<file path="config.mk">
export PLATFORM = sky130hd
export DESIGN_NAME = clk_sw_ctrl
export DESIGN_NICKNAME = d
export VERILOG_FILES = /design/src/rtl/clk_sw_pkg.sv /design/src/rtl/clk_sw_deadcnt.sv /design/src/rtl/clk_sw_ctrl.sv
export SDC_FILE = /design/constraint.sdc
export NUM_CORES = 1
export LEC_CHECK = 0
export BUFFER_PORTS_ARGS = -buffer_cell sky130_fd_sc_hd__buf_2
export CAP_MARGIN = 15
export CELL_PAD_IN_SITES_DETAIL_PLACEMENT = 1
export CELL_PAD_IN_SITES_GLOBAL_PLACEMENT = 1
export CORE_MARGIN = 2
export CORE_UTILIZATION = 41
export DETAILED_ROUTE_END_ITERATION = 10
export PLACE_DENSITY_LB_ADDON = 0.05
export SLEW_MARGIN = 25
export SYNTH_ARGS = -nofsm -noshare
export SYNTH_HDL_FRONTEND = slang
export SYNTH_SLANG_ARGS = --single-unit
</file>
<file path="constraint.sdc">
create_clock -name clk -period 4.5 [get_ports clk]
set_input_delay 0.45 -clock clk [delete_from_list [all_inputs] [get_ports clk]]
set_output_delay 0.45 -clock clk [all_outputs]
set_load 0.05 [all_outputs]
</file>
<file path="src/rtl/clk_sw_pkg.sv">
// clk_sw_pkg: shared state encoding, one-hot decode and parameter range check for the clock-switch controller
package clk_sw_pkg;
  localparam int MAXN = 16;
  typedef enum logic [1:0] {ST_RUN = 2'd0, ST_DRAIN = 2'd1, ST_PARK = 2'd2} state_t;
  function automatic logic [MAXN-1:0] onehot(input logic [3:0] sel);
    return 16'd1 << sel;
  endfunction
  function automatic bit params_ok(input int n, input int dead, input int rst_sel);
    return n >= 2 && n <= MAXN && dead >= 1 && rst_sel >= 0 && rst_sel < n;
  endfunction
endpackage

</file>
<file path="src/rtl/clk_sw_deadcnt.sv">
// clk_sw_deadcnt: loadable dead-time down-counter (clk, rst, i_load, i_dec -> o_done on the final decrement)
module clk_sw_deadcnt #(
  parameter int DEAD_CYCLES = 2,
  localparam int CW = $clog2(DEAD_CYCLES + 1)
) (
  input  logic clk,
  input  logic rst,
  input  logic i_load,
  input  logic i_dec,
  output logic o_done
);
  logic [CW-1:0] r_cnt;
  always_ff @(posedge clk or posedge rst)
    if (rst) r_cnt <= '0;
    else if (i_load) r_cnt <= CW'(DEAD_CYCLES);
    else if (i_dec && r_cnt != '0) r_cnt <= r_cnt - 1'b1;
  assign o_done = r_cnt == CW'(1);
endmodule

</file>
<file path="src/rtl/clk_sw_ctrl.sv">
// clk_sw_ctrl: N-channel break-before-make clock-enable switch (sel_valid/sel_req/sel_park in; sel_ready, en_o, cur_sel, parked, busy, err out)
module clk_sw_ctrl
  import clk_sw_pkg::*;
#(
  parameter int N = 4,
  parameter int DEAD_CYCLES = 2,
  parameter int RST_SEL = 0,
  localparam int SELW = $clog2(N)
) (
  input  logic            clk,
  input  logic            rst,
  input  logic            sel_valid,
  input  logic [SELW-1:0] sel_req,
  input  logic            sel_park,
  output logic            sel_ready,
  output logic [N-1:0]    en_o,
  output logic [SELW-1:0] cur_sel,
  output logic            parked,
  output logic            busy,
  output logic            err
);
  if (!params_ok(N, DEAD_CYCLES, RST_SEL)) begin : g_bad_params
    $error("clk_sw_ctrl: parameter out of range");
  end
  state_t          r_state;
  logic [SELW-1:0] r_tgt;
  logic            r_tgt_park;
  logic            w_ill;
  logic            w_go;
  logic            w_load;
  logic            w_done;
  assign sel_ready = r_state != ST_DRAIN;
  assign w_ill = !sel_park && int'(sel_req) >= N;
  // Park only leaves RUN; a channel select from PARK always drains, even for cur_sel
  assign w_go = sel_park ? r_state == ST_RUN : (r_state == ST_PARK || sel_req != cur_sel);
  assign w_load = sel_ready && sel_valid && !w_ill && w_go;
  clk_sw_deadcnt #(.DEAD_CYCLES(DEAD_CYCLES)) u_deadcnt (
    .clk(clk),
    .rst(rst),
    .i_load(w_load),
    .i_dec(r_state == ST_DRAIN),
    .o_done(w_done)
  );
  always_ff @(posedge clk or posedge rst)
    if (rst) begin
      r_state    <= ST_RUN;
      r_tgt      <= SELW'(RST_SEL);
      r_tgt_park <= 1'b0;
      en_o       <= N'(onehot(4'(RST_SEL)));
      cur_sel    <= SELW'(RST_SEL);
      parked     <= 1'b0;
      busy       <= 1'b0;
      err        <= 1'b0;
    end else begin
      err <= sel_ready && sel_valid && w_ill;
      if (r_state == ST_DRAIN) begin
        if (w_done) begin
          busy    <= 1'b0;
          r_state <= r_tgt_park ? ST_PARK : ST_RUN;
          parked  <= r_tgt_park;
          if (!r_tgt_park) begin
            en_o    <= N'(onehot(4'(r_tgt)));
            cur_sel <= r_tgt;
          end
        end
      end else if (w_load) begin
        r_state    <= ST_DRAIN;
        r_tgt      <= sel_req;
        r_tgt_park <= sel_park;
        en_o       <= '0;
        busy       <= 1'b1;
        parked     <= 1'b0;
      end
    end
endmodule

</file>
==> results.toml, run 1 <==
[timing]
rsz0062_at_grt = "no"
setup_tns_ns = 0
skew_ns = 0.002790
period_minus_slack_ns = 1.789
holdWs_ns = 0.1734
hold_violations = 0
fin_crit_sh_pct = 39.75
fmax_mhz = 559.0
setup_violations = 0
drv_slew = 0

[setup_path]
start_kind = "flip-flop"
slowest_stage = "dfrtp_1"
worstPathRequired_ns = 4.05
path_max_fanout = 9
cp_num_buf_inv = 1
crit_arrival_ns = 1.34
worst_path_largest_cell_delay_ns = 0.49
critPathCaptureType = "output pin"
crit_chain = "or2b_4 > buf_2"
path_class = "reg2out"
critPathTopFamily = "flip-flops"

[yosys]
ys_ff_latch = 13
ys_seq_area_share_pct = 47.98
syn-num-nets = 72
ys_async_sr_fraction_pct = 100.0
synth.distinct_cells = 26
synth_area_um2 = 680.7
synth_edf_count = 0
avgSynthCellArea_um2 = 10.64
yosys_warnings = 0
synth_ff_type = "dfrtp_1"
synthCells = 64

[cts]
cts_buffer_depth = 2
clkTransAtPathRegs_ns = 0.08
h-tree-depth = 1
cts_resized = 0
clock-root-buffer = "clkbuf_4"
clk_latency_ns = 0.28
postCtsSetupBuffers = 0
cts_buffers = 3
cts_tree = "done"
clock-sinks = 13
cts_hold_buf = 0

[power_and_ir_drop]
seqPwrFrac_pct = 34.1
combPwrFrac_pct = 54.7
p_leak_nw = 0.3730
peakVddDrop_uv = 364.4
p_int_mw = 0.3249
power.share.clock_pct = 11.2
powerDensity_nw_per_um2 = 844.8
p_sw_mw = 0.3357
switching_share_pct = 50.82

[final_layout]
layout_commonest_cell = "buf_2"
fillers = 184
mostFrequentLayoutCells = "buf_2 (14), dfrtp_1 (12), nand2_1 (11)"
num_antenna_cells = 0
drive_gt1_share_pct = 32.50
multi_input_area_um2 = 316.6
syn2layout_area_growth_pct = 14.89
seq_area_um2 = 326.6
nets = 89

[drt]
drt_iter0_markers = 3
via_per_inst = 5.417
wl_per_cell_um = 14.52
firstDrtPassIters = 2
postRouteAntennaNets = 0
finalWirelength_um = 1394
num_vias = 520
drc_errors = 0

[grt]
track_usage_pct = 18.34
grt-ovfl-total = 0
grt_max_degree = 14
grt_pass1_wl_um = 2553
grt_pass1_vias = 551
antenna_found_initial = 0

[die]
die_w_um = 44.75
coreArea_um2 = 1524
num_rows = 14
chipHeight_um = 44.75
start_util_pct = 44.66
pin_count = 16
die_area_um2 = 2002

[placed_design]
gp_congestion = 0.6855
dpl.hpwl_um = 1074
port_buffers = 14

[run]
max-cap-violations = 0

[hold_path]
holdCritPathClass = "in2async"

[status]
status = "complete, no violations"
==> registers in the layout (all words and copies together) (netlist names) <==
register / count
en_o: 4
r_tgt: 2
parked: 1
u_deadcnt.r_cnt: 2
r_state: 1
r_tgt_park: 1
cur_sel: 2
==> worst paths after layout <==
| kind | slack [ns] | depth (start not counted) | startpoint | endpoint |
|---|---|---|---|---|
| worst max-delay path | 2.71 | 2 | r_state[0]$_DFFE_PP0P_ | sel_ready |
| worst min-delay path | 0.17 | 2 | rst | r_state[0]$_DFFE_PP0P_ |
| worst max register to register | 2.77 | 5 | u_deadcnt.r_cnt[1]$_DFFE_PP0P_ | cur_sel[0]$_DFFE_PP0P_ |
| worst min register to register | 0.49 | 2 | en_o[0]$_DFFE_PP1P_ | en_o[0]$_DFFE_PP1P_ |
| max in group asynchronous | 3.97 | 2 | rst | en_o[0]$_DFFE_PP1P_ |
| min in group clk | 0.42 | 2 | sel_req[0] | r_tgt[0]$_DFFE_PP0P_ |
==> layout make-up <==
| cell class | count | area share, % |
|---|---|---|
| flip-flops and latches | 13 | 41.76 |
| multi-input cells | 43 | 40.48 |
| repair buffers | 14 | 8.960 |
| clock buffers | 4 | 3.360 |
| inverters | 6 | 2.880 |
| well taps | 16 | 2.560 |
==> per-stage QoR <==
| stage | setup slack (ns) | total power, mW | instance area [µm²] | utilization (%) | std cells |
|---|---|---|---|---|---|
| after global placement | 2.739 | 0.5865 | 755.7 | 49.59 | 92 |
| after global routing | 2.571 | 0.7140 | 782.0 | 51.31 | 96 |
| after floorplan | 2.599 | 0.5165 | 680.7 | - | 64 |
| after CTS | 2.701 | 0.6692 | 782.0 | 51.31 | 96 |
| after detailed placement | 2.748 | 0.5940 | 755.7 | 49.59 | 92 |
| final | 2.711 | 0.6606 | 782.0 | 51.31 | 96 |
==> per-layer routing <==
metal  GRT usage (%)  wire length [µm]  up-vias
met1           25.26               682      252
met4           9.091                23        0
met2           26.67               615       15
met3           4.800                72        4
li1                -                 -      249
met5               0                 0        -
==> cells in the mapped netlist (2+ instances only) <==
| library cell | n | area share [%] |
|---|---|---|
| dfrtp_1 | 12 | 44 |
| nand2_1 | 11 | 6.1 |
| inv_1 | 6 | 3.3 |
| o21ai_0 | 5 | 3.7 |
| mux2_2 | 3 | 5.0 |
| buf_4 | 2 | 2.2 |
| ha_1 | 2 | 3.7 |
| nand4_1 | 2 | 1.8 |
| nor2_1 | 2 | 1.1 |
| o22ai_1 | 2 | 1.8 |
| xnor2_1 | 2 | 2.6 |
==> cells by family (layout without fill, tap and decap cells) <==
logic type | count (synthesis) | in the layout | share of synthesized area [%]
AO/OA/AOI/OAI | 13 | 13 | 15.81
AND/OR/NAND/NOR | 21 | 21 | 17.65
multiplexers | 3 | 3 | 4.963
other | 1 | 1 | 0.5509
flip-flops | 13 | 13 | 47.98
buffers and inverters | 8 | 24 | 5.514
adder cells (fa/ha/maj) | 2 | 2 | 3.676
XOR/XNOR | 3 | 3 | 3.861
==> power by group through the flow <==
stage                     clock (mW)  combinational [mW]  sequential [mW]
after floorplan                    0               0.201            0.315
after global placement             0               0.360            0.226
after detailed placement           0               0.366            0.228
after CTS                     0.0760               0.366            0.227
after global routing          0.0811               0.396            0.237
final                         0.0742               0.361            0.225
Note: power is estimated with default switching activity, not from simulation.
==> inputs of run 2 (changes only) <==
--- a/config.mk
+++ b/config.mk
@@ -10,7 +10,7 @@
 export CELL_PAD_IN_SITES_DETAIL_PLACEMENT = 1
 export CELL_PAD_IN_SITES_GLOBAL_PLACEMENT = 1
 export CORE_MARGIN = 2
-export CORE_UTILIZATION = 41
+export CORE_UTILIZATION = 35
 export DETAILED_ROUTE_END_ITERATION = 10
 export PLACE_DENSITY_LB_ADDON = 0.05
 export SLEW_MARGIN = 25
==> constraint.sdc (replaced) <==
create_clock -name clk -period 1.5 [get_ports clk]
set_input_delay 0.15 -clock clk [delete_from_list [all_inputs] [get_ports clk]]
set_output_delay 0.15 -clock clk [all_outputs]
set_load 0.05 [all_outputs]
==> run 2 against run 1 <==
  * Clock power grew to 3.0 times the previous value
  * First-iteration DRC count stayed put
  * Combinational power rose to 3.5 times the previous value
  * Register-to-register slack worse by 2.7 ns
  * Clock skew decreased by 0.0019 ns
  * Sequential power rose to 3.1 times the previous value
  * Critical endpoint is now u_deadcnt.r_cnt[1]$_DFFE_PP0P_
  * Die area rose by 16%
  * Non-clock buffer count grew 11
  * Sequential share of layout area down 6.1 points
  * Final cell count is 21% higher
==> results.toml, run 2 (same netlist as run 1, synthesis figures left out) <==
[status]
status = "complete, no violations"

[cts]
cts_tree = "done"
clock-sinks = 13
clkTransAtPathRegs_ns = 0.09
clock-root-buffer = "clkbuf_4"
h-tree-depth = 1
cts_buffer_depth = 2
clk_latency_ns = 0.28
cts_buffers = 3

[placed_design]
gp_congestion = 0.7419
placed_area_um2 = 838.3
dpl.hpwl_um = 1097
port_buffers = 14

[final_layout]
regMostFlops = "en_o"
num_antenna_cells = 0
fillers = 209
nets = 100
multi_input_area_um2 = 357.8
largest_reg_flops = 4
syn2layout_area_growth_pct = 36.21
final_area_um2 = 927.1
drive_gt1_share_pct = 48.35
mostFrequentLayoutCells = "buf_2 (14), nand2_1 (10), dfrtp_1 (9), buf_4 (9)"
seq_area_um2 = 330.3
layout_commonest_cell = "buf_2"

[power_and_ir_drop]
p_leak_nw = 0.4336
peakVddDrop_uv = 978.3
power_mw = 2.192
powerDensity_nw_per_um2 = 2364

[timing]
tightest_slew_ns = 0.5077
fmax_mhz = 695.4
slew_headroom_pct = 66.11
holdWs_ns = 0.1510
rsz0062_at_grt = "yes"
skew_ns = 0.0008835
drv_slew = 0
fin_crit_sh_pct = 95.86
period_minus_slack_ns = 1.438
setup_violations = 0
hold_violations = 0

[grt]
grt-ovfl-total = 0
antenna_found_initial = 0
grt_pass1_wl_um = 2677
grt_pass1_vias = 575
grt_max_degree = 14
track_usage_pct = 17.83

[drt]
firstDrtPassIters = 4
postRouteAntennaNets = 0
via_per_inst = 4.681
wl_per_cell_um = 12.82
drt_iter0_markers = 3
drc_errors = 0
num_vias = 543
finalWirelength_um = 1487

[die]
coreArea_um2 = 1783
die_w_um = 48.10
num_rows = 15
pin_count = 16
die_area_um2 = 2314
chipHeight_um = 48.10
start_util_pct = 38.18

[setup_path]
crit_chain = "xor2_2 > a211oi_4 > a21oi_4 > or3b_1"
ff2ff_setup_slack_ns = 0.06
worst_path_largest_cell_delay_ns = 0.43
crit_arrival_ns = 1.60
cp_num_buf_inv = 0
worstPathRequired_ns = 1.66
critPathCaptureType = "flip-flop"
start_kind = "flip-flop"
critPathTopFamily = "flip-flops"
path_class = "reg2reg"
slowest_stage = "dfrtp_2"
path_max_fanout = 5

[run]
max-cap-violations = 0

[hold_path]
holdCritPathClass = "in2reg"
==> run 2: changes by cell type in the layout (fill, tap and decap cells not counted), sizes merged <==
cell / change
buf: +10
dlygate4sd3: +1
==> run 2: repair_timing <==
action / in CTS / in global routing
setup buffers: 0 / 2
pin swaps: 1 / 0
hold buffers: 1 / 0
endpoints found under the hold margin: 12 / 0
setup endpoints to repair: 6 / 7
gates resized for setup: 1 / 7
==> run 2: layout make-up <==
cell class / count / share of cell area [%]
Clock buffer: 4 / 2.834
Inverter: 6 / 2.429
Multi-Input combinational cell: 43 / 38.60
Sequential cell: 13 / 35.63
Tap cell: 25 / 3.374
Timing Repair Buffer: 25 / 17.14
==> run 2: final timing paths <==
kind                                   startpoint                             end  cells after the start
hold / removal                         sel_req[0]            r_tgt[0]$_DFFE_PP0P_                      2
hold reg to reg               en_o[0]$_DFFE_PP1P_             en_o[0]$_DFFE_PP1P_                      2
min in group asynchronous                     rst  u_deadcnt.r_cnt[1]$_DFFE_PP0P_                      3
max in group asynchronous                     rst          cur_sel[0]$_DFFE_PP0P_                      3
setup reg to reg           cur_sel[0]$_DFFE_PP0P_  u_deadcnt.r_cnt[1]$_DFFE_PP0P_                      4
setup / recovery           cur_sel[0]$_DFFE_PP0P_  u_deadcnt.r_cnt[1]$_DFFE_PP0P_                      4
==> run 2: stage by stage <==
stage	std cells	TNS (ns)	setup slack (ns)	util (%)
finish	116	0	0.06205	52.00
global route	116	-0.02699	-0.02071	52.00
CTS	114	0	0.02308	49.33
detailed placement	109	-0.02418	-0.02418	47.02
global placement	109	-0.03239	-0.03239	47.02
floorplan	64	-1.096	-0.2677	-
==> run 2: report_power, final <==
group | internal (mW) | switching [mW] | leakage, nW | total (mW)
registers | 0.525 | 0.166 | 0.157 | 0.691
clock network | 0.103 | 0.123 | 0.0150 | 0.226
logic | 0.499 | 0.776 | 0.262 | 1.27
==> run 2: metal layers <==
layer  share of wire, %  global-route usage, %  up-vias
met4               0.81                  9.730        0
met1                 44                  21.28      258
met2                 52                  29.33        8
li1                   -                      -      275
met5                  0                      0        -
met3                3.1                  4.444        2
==> inputs of run 3 (changes only) <==
--- a/config.mk
+++ b/config.mk
@@ -10,7 +10,7 @@
 export CELL_PAD_IN_SITES_DETAIL_PLACEMENT = 1
 export CELL_PAD_IN_SITES_GLOBAL_PLACEMENT = 1
 export CORE_MARGIN = 2
-export CORE_UTILIZATION = 35
+export CORE_UTILIZATION = 41
 export DETAILED_ROUTE_END_ITERATION = 10
 export PLACE_DENSITY_LB_ADDON = 0.05
 export SLEW_MARGIN = 25
==> constraint.sdc (replaced) <==
create_clock -name clk -period 1.79 [get_ports clk]
set_input_delay 0.179 -clock clk [delete_from_list [all_inputs] [get_ports clk]]
set_output_delay 0.179 -clock clk [all_outputs]
set_load 0.05 [all_outputs]
==> run 3 against run 2 <==
  * Worst setup slack better by 0.13 ns
  * Non-clock buffer count fell by 9
  * Global-route usage is 0.51 points lower
  * Sequential cell count did not move
  * Clock power shrank 21%
  * Core utilization increased by 0.63 points
  * Sequential power shrank 18%
  * Clock-buffer cell count is the same
  * Critical path depth increased by 1
  * Register-to-register slack better by 0.13 ns
  * Largest cell class is now sequential cells
==> results.toml, run 3 (same netlist as run 1, synthesis figures left out) <==
[die]
die_area_um2 = 2002
chipHeight_um = 44.75
num_rows = 14
start_util_pct = 44.66
die_w_um = 44.75
pin_count = 16
coreArea_um2 = 1524

[grt]
grt_use_met1_pct = 24.94
grt_pass1_wl_um = 2553
antenna_found_initial = 0
grt_pass1_vias = 559
busiest_layer = "met2"
grt.met2_usage_pct = 26.96
track_usage_pct = 17.31
grt_max_degree = 14
grt.met3_usage_pct = 2.400
grt-ovfl-total = 0

[placed_design]
dpl.cell_count = 93
port_buffers = 14
gp_congestion = 0.7002
dpl.hpwl_um = 1049

[cts]
clock-root-buffer = "clkbuf_4"
clk_latency_ns = 0.27
cts_tree = "done"
h-tree-depth = 1
cts_resized = 0
clock-sinks = 13
clkTransAtPathRegs_ns = 0.08
cts_buffer_depth = 2
cts_buffers = 3

[drt]
num_vias = 515
wl_per_cell_um = 13.99
postRouteAntennaNets = 0
firstDrtPassIters = 4
via_per_inst = 5.255
drt_iter0_markers = 3
finalWirelength_um = 1371
drc_errors = 0

[setup_path]
start_kind = "flip-flop"
critPathCaptureType = "flip-flop"
crit_arrival_ns = 1.76
path_max_fanout = 7
path_class = "reg2reg"
worstPathRequired_ns = 1.95

[run]
max-cap-violations = 0

[power_and_ir_drop]
p_leak_nw = 0.3803
peakVddDrop_uv = 1033
powerDensity_nw_per_um2 = 2075

[timing]
hold_violations = 0
setup_tns_ns = 0
drv_slew = 0
rsz0062_at_grt = "no"
setup_violations = 0
fmax_mhz = 625.2
skew_ns = 0.002679
period_minus_slack_ns = 1.599
fin_crit_sh_pct = 89.35

[final_layout]
num_antenna_cells = 0
largest_reg_flops = 4
mostFrequentLayoutCells = "buf_2 (14), nand2_1 (11), dfrtp_1 (10)"
fin_cells = 98
nets = 91
drive_gt1_share_pct = 35.37
regMostFlops = "en_o"
syn2layout_area_growth_pct = 17.83
layout_commonest_cell = "buf_2"

[status]
status = "complete, no violations"

[hold_path]
holdCritPathClass = "in2reg"
[run 3: worst paths after layout]
kind | cells after the start | start | slack [ns] | to
setup / recovery | 5 | u_deadcnt.r_cnt[1]$_DFFE_PP0P_ | 0.19 | cur_sel[0]$_DFFE_PP0P_
min in group asynchronous | 3 | rst | 0.46 | r_tgt_park$_DFFE_PP0P_
hold reg to reg | 2 | en_o[0]$_DFFE_PP1P_ | 0.47 | en_o[0]$_DFFE_PP1P_
setup reg to reg | 5 | u_deadcnt.r_cnt[1]$_DFFE_PP0P_ | 0.19 | cur_sel[0]$_DFFE_PP0P_
max in group asynchronous | 3 | rst | 0.97 | en_o[0]$_DFFE_PP1P_
hold / removal | 2 | sel_req[0] | 0.17 | r_tgt[0]$_DFFE_PP0P_
[run 3: repair_timing]
| action | CTS | global route |
|---|---|---|
| hold endpoints to repair | 12 | 0 |
| buffers inserted | 0 | 0 |
| endpoints found under the setup margin | 0 | 0 |
| hold buffers | 1 | 0 |
[run 3: layout make-up]
class                           count  area [µm²]
Tap cell                           16       20.02
Inverter                            6       22.52
Clock buffer                        4       26.28
Multi-Input combinational cell     43       316.6
Timing Repair Buffer               16       87.58
Sequential cell                    13       329.1
Fill cell                         187       721.9
[run 3: worst max-delay path, cell delays in order (launching register included)]
cell and delay (ns):
dfrtp_1 0.39, inv_1 0.07, ha_1 0.18, nor3b_1 0.29, nand2_1 0.24, mux2_2 0.32
[run 3: metrics by stage]
step           worst slack, ns  hold WS (ns)  util, %  instance area [µm²]  power (mW)
6_report                0.1906        0.1739    52.63                802.0       1.664
5_1_grt                0.03654        0.1784    52.63                802.0       1.806
4_1_cts                 0.1770        0.1698    52.63                802.0       1.693
3_5_place_dp            0.2068        0.2393    50.25                765.7       1.500
3_3_place_gp            0.1941        0.2308    50.25                765.7       1.479
2_1_floorplan         0.005670       0.05511        -                686.9       1.311
[run 3: metal layers]
| metal | wire length (µm) | vias to the layer above |
|---|---|---|
| li1 | - | 254 |
| met1 | 642 | 247 |
| met2 | 661 | 12 |
| met3 | 50 | 2 |
| met4 | 17 | 0 |
| met5 | 0 | - |
[run 3: power breakdown]
| part | internal [mW] | switching [mW] | total [mW] |
|---|---|---|---|
| sequential | 0.438 | 0.128 | 0.566 |
| combinational | 0.305 | 0.614 | 0.919 |
| clock | 0.0861 | 0.0934 | 0.179 |
